File: src/rtl/logic_unit_pkg.sv
// logic_unit_pkg: shared gate-select encoding for the logic unit.
// Op order matches the y[0..6] bit order of the basic-gates block.
package logic_unit_pkg;

  localparam int OP_W = 3;

  typedef enum logic [OP_W-1:0] {
    OP_NOT  = 3'd0,
    OP_AND  = 3'd1,
    OP_OR   = 3'd2,
    OP_NAND = 3'd3,
    OP_NOR  = 3'd4,
    OP_XOR  = 3'd5,
    OP_XNOR = 3'd6,
    OP_RSVD = 3'd7
  } op_e;

endpackage

File: src/rtl/logic_unit_core.sv
// logic_unit_core: combinational bitwise gate, (a, b, op) -> (y, err).
// Ports: a, b operands; op gate select; y result; err reserved op.
module logic_unit_core
  import logic_unit_pkg::*;
#(
  parameter int WIDTH = 8
) (
  input  logic [WIDTH-1:0] a,
  input  logic [WIDTH-1:0] b,
  input  op_e              op,
  output logic [WIDTH-1:0] y,
  output logic             err
);

  always_comb begin
    y   = '0;
    err = 1'b0;
    unique case (op)
      OP_NOT:  y = ~a;
      OP_AND:  y = a & b;
      OP_OR:   y = a | b;
      OP_NAND: y = ~(a & b);
      OP_NOR:  y = ~(a | b);
      OP_XOR:  y = a ^ b;
      OP_XNOR: y = ~(a ^ b);
      OP_RSVD: err = 1'b1;
      default: err = 1'b1;
    endcase
  end

endmodule

File: src/rtl/logic_unit_pipe.sv
// logic_unit_pipe: 2-stage valid/ready gate pipe with accumulator,
// flags (zero/parity/err) and completed-handshake counter.
// Ports: clk, rst (sync, high); in_valid/in_ready, a, b, op, acc_en;
// out_valid/out_ready, y, zero, parity, err; txn_count.
module logic_unit_pipe
  import logic_unit_pkg::*;
#(
  parameter int WIDTH = 8,
  parameter int CNT_W = 16
) (
  input  logic             clk,
  input  logic             rst,
  input  logic             in_valid,
  output logic             in_ready,
  input  logic [WIDTH-1:0] a,
  input  logic [WIDTH-1:0] b,
  input  logic [OP_W-1:0]  op,
  input  logic             acc_en,
  output logic             out_valid,
  input  logic             out_ready,
  output logic [WIDTH-1:0] y,
  output logic             zero,
  output logic             parity,
  output logic             err,
  output logic [CNT_W-1:0] txn_count
);

  logic             s1_valid;
  logic [WIDTH-1:0] a_s1;
  logic [WIDTH-1:0] b_s1;
  op_e              op_s1;
  logic             acc_en_s1;
  logic [WIDTH-1:0] acc;

  logic [WIDTH-1:0] opa;
  logic [WIDTH-1:0] res;
  logic             res_err;
  logic             accept;
  logic             compute;
  logic             drain;

  assign in_ready = !s1_valid || !out_valid || out_ready;
  assign accept   = in_valid && in_ready;
  assign compute  = s1_valid && (!out_valid || out_ready);
  assign drain    = out_valid && out_ready;
  assign opa      = acc_en_s1 ? acc : a_s1;

  logic_unit_core #(
    .WIDTH(WIDTH)
  ) u_core (
    .a  (opa),
    .b  (b_s1),
    .op (op_s1),
    .y  (res),
    .err(res_err)
  );

  always_ff @(posedge clk) begin
    if (rst) begin
      s1_valid  <= 1'b0;
      a_s1      <= '0;
      b_s1      <= '0;
      op_s1     <= OP_NOT;
      acc_en_s1 <= 1'b0;
    end else begin
      if (accept) begin
        s1_valid  <= 1'b1;
        a_s1      <= a;
        b_s1      <= b;
        op_s1     <= op_e'(op);
        acc_en_s1 <= acc_en;
      end else if (compute) begin
        s1_valid  <= 1'b0;
      end
    end
  end

  // acc follows every computed result so acc_en beats chain bubble-free
  always_ff @(posedge clk) begin
    if (rst) begin
      out_valid <= 1'b0;
      y         <= '0;
      zero      <= 1'b0;
      parity    <= 1'b0;
      err       <= 1'b0;
      acc       <= '0;
    end else begin
      if (compute) begin
        out_valid <= 1'b1;
        y         <= res;
        zero      <= (res == '0);
        parity    <= ^res;
        err       <= res_err;
        acc       <= res;
      end else if (drain) begin
        out_valid <= 1'b0;
      end
    end
  end

  always_ff @(posedge clk) begin
    if (rst) begin
      txn_count <= '0;
    end else if (drain) begin
      txn_count <= txn_count + CNT_W'(1);
    end
  end

endmodule

File: config.mk
export PLATFORM = sky130hd
export DESIGN_NAME = logic_unit_pipe
export DESIGN_NICKNAME = d
export VERILOG_FILES = /design/src/rtl/logic_unit_pkg.sv /design/src/rtl/logic_unit_core.sv /design/src/rtl/logic_unit_pipe.sv
export SDC_FILE = /design/constraint.sdc
export NUM_CORES = 1
export LEC_CHECK = 0
export ABC_AREA = 0
export BUFFER_PORTS_ARGS = -buffer_cell sky130_fd_sc_hd__buf_2
export CAP_MARGIN = 20
export CORE_MARGIN = 2
export CORE_UTILIZATION = 52
export CTS_BUF_LIST = sky130_fd_sc_hd__clkbuf_4 sky130_fd_sc_hd__clkbuf_8
export CTS_CLUSTER_DIAMETER = 120
export CTS_CLUSTER_SIZE = 12
export DETAILED_ROUTE_END_ITERATION = 16
export PLACE_DENSITY = 0.78
export SETUP_SLACK_MARGIN = 0.3
export SYNTH_ARGS = -nofsm -noshare
export SYNTH_HDL_FRONTEND = slang
export SYNTH_HIERARCHICAL = 1
export SYNTH_SLANG_ARGS = --single-unit
File: constraint.sdc
create_clock -name clk -period 2.8 [get_ports clk]
set_input_delay 0.28 -clock clk [delete_from_list [all_inputs] [get_ports clk]]
set_output_delay 0.28 -clock clk [all_outputs]
set_load 0.1 [all_outputs]
After elaboration in Yosys (flattened, before gate mapping) --
Cells that the tools add are included.
Storage, ports and cells: output and inout bits 29, register bits after elaboration 49, input bits 24, logic and storage cells 46
Cells by class: $add $sub $neg 1, bitwise logic cells 7, eq/ne operators 7, multiplexer cells 7, reduce and logical (&&, ||, !) cells 13
Operators with widths (number):
- 8-bit case mux with 7 select lines | 1
- 8-bit NOT | 4
- 16-bit by 1-bit adder with 16-bit output, second input constant | 1
- 3-bit == test, second input constant | 4
- 8-bit bitwise AND | 1
- 8-bit zero test | 1
- 8-bit 2-to-1 mux | 1
- 8-bit OR | 1
- 8-bit XOR reduction | 1
- 8-bit XOR | 1
- 3-bit by 2-bit == test with 1-bit output, second input constant | 2
- 1-bit 2-to-1 mux | 5
- 2-bit nonzero test | 2
- 3-bit by 1-bit == test with 1-bit output, second input constant | 1
- 1-bit logical AND | 3
- 3-bit zero test | 1
- 1-bit logical OR | 3
- 1-bit zero test | 2

Logic depth before layout (Yosys ltp) --
word-level depth 5, mapped depth 13, depth with buffers taken out 12

Hierarchy --
The synthesis kept the hierarchy.
By module, submodules not included:
- logic_unit_pipe | times used 1, sequential area each 980.9 um^2, cells an instance 251, area an instance 2074.5 um^2
- logic_unit_core | times used 1, sequential area each 0.0 um^2, cells an instance 91, area an instance 783.3 um^2

Worst setup path after synthesis --
OpenSTA, ideal clock, no wires.
path type reg2reg, start point register acc[1], end point register parity, library setup time 0.079 ns, arrival time 3.042 ns, cell stages (with the launch flop) 12, path buffers 0, slack -0.321 ns, path through dfxtp_1 -> mux2_2 -> inv_1 -> ha_1 -> mux4_2 -> mux2_2 -> inv_1 -> ha_1 -> xnor2_1 -> xnor2_1 -> nor2_1 -> nor3_1
Between the ends: longest elaborated chain between the ends 5, elaborated cells on any way between the ends 10, classes of those cells 2 x mux; 7 x bitwise; 1 x reduce/logical
RTL lines:
- from (decl) | RTL line logic_unit_pipe.sv:33 | logic [WIDTH-1:0] acc;
- from (signal assigned) | RTL line logic_unit_pipe.sv:94 | acc <= res;
- 8-bit 2-to-1 mux (*) | RTL line logic_unit_pipe.sv:46 | assign opa = acc_en_s1 ? acc : a_s1;
- via opa[1] | RTL line logic_unit_pipe.sv:35 | logic [WIDTH-1:0] opa;
- 8-bit XOR, or another cell as far along | RTL line logic_unit_core.sv:24, logic_unit_core.sv:25
- 8-bit NOT (on tied branches) | RTL line logic_unit_core.sv:25, logic_unit_core.sv:22, logic_unit_core.sv:23
- 8-bit case mux with 7 select lines (*) | RTL line logic_unit_core.sv:18 | unique case (op)
- via res[1] | RTL line logic_unit_pipe.sv:36 | logic [WIDTH-1:0] res;
- 8-bit XOR reduction (*) | RTL line logic_unit_pipe.sv:92 | parity <= ^res;
- to (signal assigned) | RTL line logic_unit_pipe.sv:92
- to (decl) | RTL line logic_unit_pipe.sv:23 | output logic parity,
The timed path passes the listed nets; every way through them passes the cells marked *. A chain may end at the register's enable or synchronous reset.

Final worst setup path --
start point register acc_en_s1, end point register parity
Between the ends: longest elaborated chain between the ends 5, elaborated cells on any way between the ends 10, classes of those cells 2 x mux; 7 x bitwise; 1 x reduce/logical
RTL lines:
- from (decl) | RTL line logic_unit_pipe.sv:32 | logic acc_en_s1;
- from (signal assigned) | RTL line logic_unit_pipe.sv:71 | acc_en_s1 <= acc_en;
- 8-bit 2-to-1 mux (*) | RTL line logic_unit_pipe.sv:46
- via opa[6] | RTL line logic_unit_pipe.sv:35
- 8-bit XOR, or another cell as far along | RTL line logic_unit_core.sv:24, logic_unit_core.sv:25
- 8-bit NOT (on tied branches) | RTL line logic_unit_core.sv:25, logic_unit_core.sv:22, logic_unit_core.sv:23
- 8-bit case mux with 7 select lines (*) | RTL line logic_unit_core.sv:18
- via res[6] | RTL line logic_unit_pipe.sv:36
- 8-bit XOR reduction (*) | RTL line logic_unit_pipe.sv:92
Marked as above.

==> impl_metrics.ini <==
[run_status]
status = finished, final reports clean

[finish]
seqCellArea_um2 = 1020
n_fill_cell = 456
nNetsFinal = 433
drive_gt1_frac = 0.296
area_delta_synth_final_pct = 18.3
antennaDiodeCount = 0
multiInputGateArea_um2 = 1730
final_util = 0.649

[grt]
grt_use_total = 0.220
grt_pass1_wl_mm = 10.8
use_met2 = 0.365
grt_pass1_vias = 2339
grt_use_met1 = 0.287
overflow = 0
busiest_layer = met2
met3_usage = 0.0471
grt_max_degree = 50
antenna_found_initial = 0

[sta]
hold_viol = 0
maxSlewHeadroom = 0.403
tightest_slew_ps = 895
period_share = 0.941
rsz0062_at_grt = true
max_freq_mhz = 380
fin_worst_skew_ps = 8.58
setup_viol = 0
final_max_slew_viol_count = 0
timing.final.ws_setup_ps = 166
period_minus_slack_ps = 2630
fin_setup_tns_ps = 0

[critical_path]
ff2ff_path_depth = 13
cp_cell_sequence = buf_4 -> mux2_2 -> inv_1 -> ha_1 -> inv_1 -> a21oi_1 -> mux4_2 -> inv_1 -> ha_1 -> xor2_1 -> xnor2_1 -> nor2_1 -> nor3_1
critPathMaxFanout = 5
cp-start-kind = flip-flop
cpMaxStageDelayCell = mux4_2
r2r_end = parity
reg2reg_from = acc_en_s1
required_ps = 2960
path_class = reg -> reg
endpoint_kind = flip-flop
r2r_setup_slack_ps = 170
cp_common_cell = inv_1
crit_arrival_ps = 2800
crit_path_max_incr_delay_ps = 470

[floorplanning]
die_h_um = 78.1
core_um2 = 5200
placementRows = 26
pin_count = 53
die_x_um = 78.1
die_area_um2 = 6100
start_util = 0.549

[route]
drc_errors = 0
routed-via-count = 2446
viasPerCell = 5.34
antenna_left = 0
routedWlPerCell_um = 13.6
drt_first_pass_iters = 4
drt_iter0_drc = 123
wl_mm = 6.22

[logic_synthesis]
syn-num-nets = 387
yosys_warnings = 6
yosys-top-cells-area = dfxtp_1, ha_1, nand2_1, a21oi_1, mux4_2
synth_cell_types = 43
synth.avg_cell_area_um2 = 8.36
synth_seq_cells = 49
netlist_area_um2 = 2860
ys_seq_area_frac = 0.343
synthCells = 342
synth_top_cell_by_area = dfxtp_1
synth_top_area_frac = 0.343

[clock_tree]
clock_sinks = 49
cts_tree = done
path_clk_slew_ps = 100
cts_buffer_depth = 2
clk_latency_ps = 300
holdBufCountCts = 0
clockRootBuffer = clkbuf_8
cts_buffers = 5
cts_max_level = 2

[flow_run]
maxCapViolCount = 0

[hold_path]
worstHoldEndpoint = op_s1[0]
hold_class = in -> reg
hold_start = op[0]
min_delay_path_depth = 3

[placement]
port_buffers = 52
gp_congestion = 0.817
hpwl_mm = 4.45
post-place-ws_ps = 68.0

[power_and_ir_drop]
p_per_area_nw_per_um2 = 481
p_leak_uw = 0.00145
ir_drop_mv = 0.406
## repair_timing
action	4_1_cts	5_1_grt
buffers inserted	0	1
gates resized for setup	10	5
pin swaps	5	2
endpoints found under the setup margin	2	2
## area by class of cell
type / instances / share of cell area
clock inverters: 1 / 0.00259
repair buffers: 59 / 0.0974
inverters: 32 / 0.0378
clock buffers: 6 / 0.0226
well taps: 70 / 0.0259
flip-flops and latches: 49 / 0.301
multi-input cells: 241 / 0.513
## critical path, delay by kind of cell (launching register included)
kind,cells,cell delay [ps]
xor gates and xnor gates,2,290
adders and majority gates,2,480
buffers and inverters,4,360
and+or+nand+nor,2,140
muxes,2,820
AOI/OAI and AO/OA,1,50
DFF,1,350
## registers in the layout (all words and copies together), names as in the netlist
name and count:
a_s1 8, acc 8, acc_en_s1 1, b_s1 8
err 1, op_s1 3, out_valid 1, parity 1
s1_valid 1, txn_count 16, zero 1
## cells by family (layout without fill, tap and decap cells)
group	after synthesis	in the layout	share of synthesized area
simple gates	124	124	0.208
fa+ha+maj	21	21	0.0919
mux	26	26	0.129
buf+inv	52	98	0.0814
flops	49	49	0.343
xor+xnor	14	14	0.0429
compound gates	56	56	0.104
## routing by layer
| layer | up-vias | routed length (µm) |
|---|---|---|
| li1 | 1243 | - |
| met1 | 1137 | 2840 |
| met2 | 60 | 2980 |
| met3 | 6 | 347 |
| met4 | 0 | 46 |
| met5 | - | 0 |
## cells in the mapped netlist (all sizes together)
master / count
nor4: 1
nand2: 65
o41ai: 1
buf: 5
nor2: 18
and4: 3
xnor2: 6
or3: 2
and2: 1
inv: 32
nand3: 14
a32oi: 1
mux4: 7
mux2i: 5
nand4: 6
clkbuf: 15
o22ai: 2
and3: 2
nand2b: 2
mux2: 14
ha: 21
or4: 1
o21ai: 6
or2: 1
dfxtp: 49
o31ai: 1
or4b: 1
nand3b: 1
nor3: 4
a21oi: 44
or3b: 1
nor2b: 1
xor2: 8
o221ai: 1
## worst max path at each step
stage | from | to | slack [ps] | cells past startpoint
finish | acc_en_s1 | parity | 170 | 13
global route | acc_en_s1 | parity | 50 | 13
CTS | acc_en_s1 | parity | 160 | 12
detailed placement | acc_en_s1 | parity | 70 | 12
global placement | acc_en_s1 | parity | 150 | 13
floorplan | acc[1] | parity | 240 | 11
## cells in the final DEF (no fill, tap or decap), drive strengths merged
| master | netlist | final |
|---|---|---|
| dfxtp | 49 | 49 |
| clkinv | 0 | 1 |
| xor2 | 8 | 8 |
| nand4 | 6 | 6 |
| nand2 | 65 | 65 |
| inv | 32 | 32 |
| nor4 | 1 | 1 |
| and2 | 1 | 1 |
| ha | 21 | 21 |
| nand3 | 14 | 14 |
| a32oi | 1 | 1 |
| and3 | 2 | 2 |
| clkbuf | 15 | 6 |
| mux2 | 14 | 14 |
| or4b | 1 | 1 |
| mux4 | 7 | 7 |
| o22ai | 2 | 2 |
| o21ai | 6 | 6 |
| and4 | 3 | 3 |
| xnor2 | 6 | 6 |
| or3b | 1 | 1 |
| a21oi | 44 | 44 |
| nand2b | 2 | 2 |
| or4 | 1 | 1 |
| nand3b | 1 | 1 |
| or2 | 1 | 1 |
| o41ai | 1 | 1 |
| nor3 | 4 | 4 |
| buf | 5 | 59 |
| nor2b | 1 | 1 |
| mux2i | 5 | 5 |
| nor2 | 18 | 18 |
| o221ai | 1 | 1 |
| or3 | 2 | 2 |
| o31ai | 1 | 1 |
## power by group
part | total, µW | switching [µW] | internal, µW
Combinational | 452 | 268 | 184
Clock | 420 | 237 | 183
Sequential | 755 | 30.1 | 725
## stage by stage
step | hold WS, ps | power (µW) | area [µm²] | std cells
2_1_floorplan | 409 | 1130 | 2960 | 342
3_3_place_gp | 447 | 1190 | 3240 | 450
3_5_place_dp | 448 | 1210 | 3240 | 450
4_1_cts | 189 | 1630 | 3360 | 457
5_1_grt | 197 | 1710 | 3380 | 458
6_report | 199 | 1630 | 3380 | 458
No activity file was read; power rests on OpenSTA's default activity.
